--- config.mk ---
export PLATFORM = sky130hd
export DESIGN_NAME = adc_dec_fmt
export DESIGN_NICKNAME = d
export VERILOG_FILES = /design/src/rtl/adc_dec_fmt.sv
export SDC_FILE = /design/constraint.sdc
export NUM_CORES = 1
export LEC_CHECK = 0
export ABC_AREA = 0
export BUFFER_PORTS_ARGS = -buffer_cell sky130_fd_sc_hd__buf_2
export CAP_MARGIN = 30
export CORE_AREA = 2 2 141 143
export DETAILED_ROUTE_END_ITERATION = 12
export DIE_AREA = 0 0 143 145
export HOLD_SLACK_MARGIN = 0.02
export PLACE_DENSITY = 0.89
export SETUP_SLACK_MARGIN = 0.02
export SLEW_MARGIN = 40
export SYNTH_ARGS = -nofsm -noshare
export SYNTH_HDL_FRONTEND = slang
export SYNTH_SLANG_ARGS = --single-unit
--- constraint.sdc ---
create_clock -name clk50 -period 10.84 [get_ports clk50]
set_input_delay 0.542 -clock clk50 [delete_from_list [all_inputs] [get_ports clk50]]
set_output_delay 0.542 -clock clk50 [all_outputs]
set_load 0.1 [all_outputs]
--- src/rtl/adc_dec_fmt.sv ---
`timescale 1ns/1ps
// adc_dec_fmt
// Converts signed 16-bit ADC samples into a sign character plus a 5-digit
// packed-BCD magnitude per channel, for a downstream UART formatter.
// The conversion uses one double-dabble iteration per clock.
//
// Ports
//   clk50      : system clock, rising edge
//   reset      : asynchronous, active-high
//   in_valid   : sample present on in_ch / in_data
//   in_ready   : block can accept a sample (IDLE only)
//   in_ch      : channel index 0..7
//   in_data    : signed two's-complement ADC code
//   dec_all    : packed BCD magnitudes, channel n at [18n+17:18n]
//   sig_all    : packed ASCII sign chars, channel n at [8n+7:8n]
//   upd        : one-cycle pulse when a channel slot is written
//   frame_done : one-cycle pulse when the channel 7 slot is written
module adc_dec_fmt #(
  parameter int NCH = 8
) (
  input  logic              clk50,
  input  logic              reset,
  input  logic              in_valid,
  output logic              in_ready,
  input  logic [2:0]        in_ch,
  input  logic [15:0]       in_data,
  output logic [18*NCH-1:0] dec_all,
  output logic [8*NCH-1:0]  sig_all,
  output logic              upd,
  output logic              frame_done
);

  typedef enum logic [1:0] {IDLE, SHIFT, STORE} state_t;

  state_t              r_state;
  logic [2:0]          r_ch;
  logic                r_neg;
  logic [15:0]         r_shreg;
  logic [19:0]         r_bcd;
  logic [3:0]          r_cnt;
  logic [18*NCH-1:0]   r_dec;
  logic [8*NCH-1:0]    r_sig;
  logic                r_upd;
  logic                r_frame;

  logic [15:0]         w_mag;
  logic [19:0]         w_adj;
  logic [19:0]         w_bcd_nxt;
  logic                w_unused;

  // 16'h8000 negates to itself, which read as unsigned is 32768.
  assign w_mag = in_data[15] ? (~in_data + 16'd1) : in_data;

  // Add-3 to every digit >= 5, then shift the next magnitude bit in.
  always_comb begin
    w_adj = r_bcd;
    for (int unsigned i = 0; i < 5; i++) begin
      if (r_bcd[4*i +: 4] >= 4'd5)
        w_adj[4*i +: 4] = r_bcd[4*i +: 4] + 4'd3;
    end
    w_bcd_nxt = {w_adj[18:0], r_shreg[15]};
  end

  // Top two accumulator bits are always zero for magnitudes <= 32768.
  assign w_unused = &{1'b0, w_adj[19], r_bcd[19:18]};

  always_ff @(posedge clk50 or posedge reset) begin
    if (reset) begin
      r_state <= IDLE;
      r_ch    <= '0;
      r_neg   <= 1'b0;
      r_shreg <= '0;
      r_bcd   <= '0;
      r_cnt   <= '0;
      r_dec   <= '0;
      r_sig   <= {NCH{8'h2B}};
      r_upd   <= 1'b0;
      r_frame <= 1'b0;
    end else begin
      r_upd   <= 1'b0;
      r_frame <= 1'b0;
      case (r_state)
        IDLE: begin
          if (in_valid) begin
            r_ch    <= in_ch;
            r_neg   <= in_data[15];
            r_shreg <= w_mag;
            r_bcd   <= '0;
            r_cnt   <= '0;
            r_state <= SHIFT;
          end
        end
        SHIFT: begin
          r_bcd   <= w_bcd_nxt;
          r_shreg <= {r_shreg[14:0], 1'b0};
          r_cnt   <= r_cnt + 4'd1;
          if (r_cnt == 4'd15)
            r_state <= STORE;
        end
        STORE: begin
          r_dec[18*r_ch +: 18] <= r_bcd[17:0];
          r_sig[8*r_ch +: 8]   <= r_neg ? 8'h2D : 8'h2B;
          r_upd                <= 1'b1;
          r_frame              <= (r_ch == 3'd7);
          r_state              <= IDLE;
        end
        default: r_state <= IDLE;
      endcase
    end
  end

  assign in_ready   = (r_state == IDLE);
  assign dec_all    = r_dec;
  assign sig_all    = r_sig;
  assign upd        = r_upd;
  assign frame_done = r_frame;

endmodule
==> run summary <==
The flow ran to the end, and the final reports show no timing, DRC or antenna violations. The first detailed-routing pass ran for 7 iterations. The main flop type after synthesis is dfrtp_1. The first global-routing pass estimated 50380 microns of wire. The count of nets left with antenna violations once routing finished came out at 0. Across the routed clock network, the largest skew measured is 0.03082 ns. The most common cell in the synthesized netlist is dfrtp_1. The startpoint identified for the worst register-to-register timing path is r_ch[0].

Proportion of netlist area held by the largest area contributor: 44.19%. The number of clock buffers inserted by TritonCTS came out at 23. The number of hold violations in the final report was 0; the starting utilization of the core area was 58.96%.

Register area: 5425 sq um. For the highest attainable clock frequency, the log shows 0.2294 GHz. The worst slew margin relative to its limit was 39.61%. The run gives 0 as the number of setup buffers added after CTS. TritonCTS built the clock tree.

The run gives 9094 as the via count of the first global-routing pass. The tools report the setup total negative slack as 0 ns. The mapped cell area was 11320 sq um.

The commonest cells after synthesis are dfrtp_1, mux2_2, nand2_1, o21ai_0, nor2_1. Across the run, the number of max-cap violations was 0. Vertical die dimension: 145 microns. STA puts the critical path data required time at 11.25 ns. The transition time at the pin with the least slew margin is 0.8990 ns, and the period utilization is 40.22%. The worst register-to-register path has a depth of 9.

At the worst endpoint, the arrival time is 4.77 ns. The area of combinational cells with multiple inputs is 5425 sq um, and the share of synthesized flip-flops with an asynchronous set or reset is 100.0%. The repair_antennas step left the layout with diodes totalling 0. The floorplan has 51 rows.

Global routing used 30.71% of the available tracks across all layers. The average instance in the mapped netlist occupies 10.59 sq um. Of all cell types, the one taking the most synthesized area is dfrtp_1. Post-CTS repair changed the size of 0 cells. 233 I/O pins were placed. After detailed routing, the average wire length per cell comes to 21.15 microns.

Across all layers, the routed design uses 9486 vias. Relative to the synthesized area, the layout overhead comes to 16.51%. The logs give 32300 microns for the total wire length and 22800 microns for the detailed-placement wirelength estimate. In this run the power density over the cells is 296.7 nW/um^2. In this run the tool buffered the top-level ports with 208 buffer cells.

The logs give 132 for the largest net degree at the start of global routing and 1 for the H-tree depth. After global routing the overflow that remains totals 0. The number of buffers added to fix hold violations after cts was 0; the post-CTS clock slew at the launch and capture registers of the worst setup and hold paths was 0.06 ns.

The core region is 19210 sq um. The run gives 70 as the distinct cell type count of the synthesized netlist. The logs give 0.53 ns for the clock latency on the worst-skew pair and 1069 for the cell count after synthesis. The detailed router finished its first iteration with 1187 violations.

For this run, the register share of the synthesized area comes to 47.91%. The initial antenna violation count is 0. Die footprint: 20740 sq um. Setup repair after global routing left no endpoint under its margin. The clock period minus worst slack was 4.360 ns; the total of fill cells in the finished design was 1405.

In this run the clock root is driven by a clkbuf_16. For the slack of the worst reg-to-reg path, the log shows 6.48 ns. Dividing the detail-routed via count by the number of cells gives 6.212.

The number of buffers on the longest clock path was 3; the largest fanout on the critical path was 42. The congestion estimate from routability-driven global placement came to 0.9927. In this run the static leakage power is 6.603 nW. Setup violations remaining at the end of the flow were counted as 0.

The worst-case vdd ir drop came out at 0.2215 mV. The max-slew violation count is 0. The critical path class is flop to flop. In the final layout, the share of cells above drive strength 1 is 34.55%. Synthesis inferred 216 register bits. Number of warnings printed during yosys synthesis: 0. The endpoint type of the worst setup path is a flop. By area the synthesized netlist is led by dfrtp_1, mux2_2, dfstp_2. The width of the chip works out to 143 microns. Once layout is complete, the utilization of the core stands at 68.69%. For this run, the post-layout net count is 1285.

The tools report the total DRC errors in the routed layout as 0. The min-delay analysis places its worst path in the category primary input to async pin. Startpoint type of the worst setup path: a flop.

Endpoint of the worst register-to-register path: dec_all[4]. Yosys mapped a number of flops with a built-in enable equal to 0. The clock drives 216 sinks.
==> worst max-delay path by stage <==
| stage | endpoint | start | cells past startpoint |
|---|---|---|---|
| floorplan | dec_all[0] | reset | 1 |
| global route | dec_all[114] | r_ch[0] | 10 |
| CTS | dec_all[4] | r_ch[0] | 9 |
| global placement | dec_all[4] | r_ch[0] | 9 |
| finish | dec_all[4] | r_ch[0] | 9 |
| detailed placement | dec_all[4] | r_ch[0] | 9 |
==> layout make-up <==
cell class / count / share of cell area, %
sequential: 216 / 41.12
multi-input combinational: 764 / 41.12
timing repair buffer: 218 / 8.487
clock buffer: 32 / 4.846
tap: 265 / 2.513
clock inverter: 10 / 1.195
inverter: 22 / 0.7207
==> power breakdown <==
part | switching (W) | internal [W]
combinational | 0.00150 | 0.000553
sequential | 0.000119 | 0.000905
clock | 0.000323 | 0.000508
==> cell usage in the layout (no fill, tap or decap), types with 16 or more instances in the layout <==
master,instances
buf_2,208
dfrtp_1,200
mux2_2,131
nand2_1,96
o21ai_0,76
nor2_1,63
o22ai_1,40
a21oi_1,38
nand3_1,36
conb_1,24
clkbuf_16,23
inv_1,19
mux2i_1,19
o31ai_1,18
ha_1,18
nand2b_1,16
dfstp_2,16
==> worst max-delay path, stage by stage (launching register included) <==
cell     delay [ns]
dfrtp_1        0.33
buf_4          0.43
inv_1          0.39
ha_1           0.44
and2_1         0.19
ha_1           0.75
nand3_2        0.58
or3_1          0.52
a21oi_1        0.24
mux2_2         0.39
==> metal layers <==
layer | vias up | track usage [%] | part of all wire (%)
met2 | 568 | 48.92 | 48
met4 | 0 | 10.15 | 3.1
met3 | 107 | 5.710 | 9.3
met5 | - | 0 | 0
met1 | 4648 | 42.54 | 40
li1 | 4163 | - | -
==> state kept, by name, summed over array words and instances, names as in the netlist <==
register,cells
r_cnt,4
r_shreg,16
frame_done,1
r_neg,1
sig_all,24
r_bcd,20
dec_all,144
r_ch,3
upd,1
r_state,2
==> metrics by stage <==
step / power, W / hold WS (ns) / area (sq um) / cells / worst slack (ns)
after floorplan: 0.002482 / 0.4403 / 11410 / 1092 / 4.417
after global placement: 0.002950 / 0.4578 / 12360 / 1484 / 6.545
after detailed placement: 0.002986 / 0.4629 / 12370 / 1484 / 6.387
after CTS: 0.003830 / 0.1816 / 13170 / 1526 / 6.358
after global routing: 0.004084 / 0.2050 / 13190 / 1527 / 6.259
final: 0.003914 / 0.1308 / 13190 / 1527 / 6.480
==> logic make-up after synthesis <==
family	share of synthesized area (%)
adder cells (fa/ha/maj)	1.989
other	0.03311
XOR/XNOR	1.768
buffers and inverters	5.226
flip-flops	47.91
multiplexers	15.90
AND/OR/NAND/NOR	13.38
AO/OA/AOI/OAI	13.80
(Power assumes the default switching activity.)
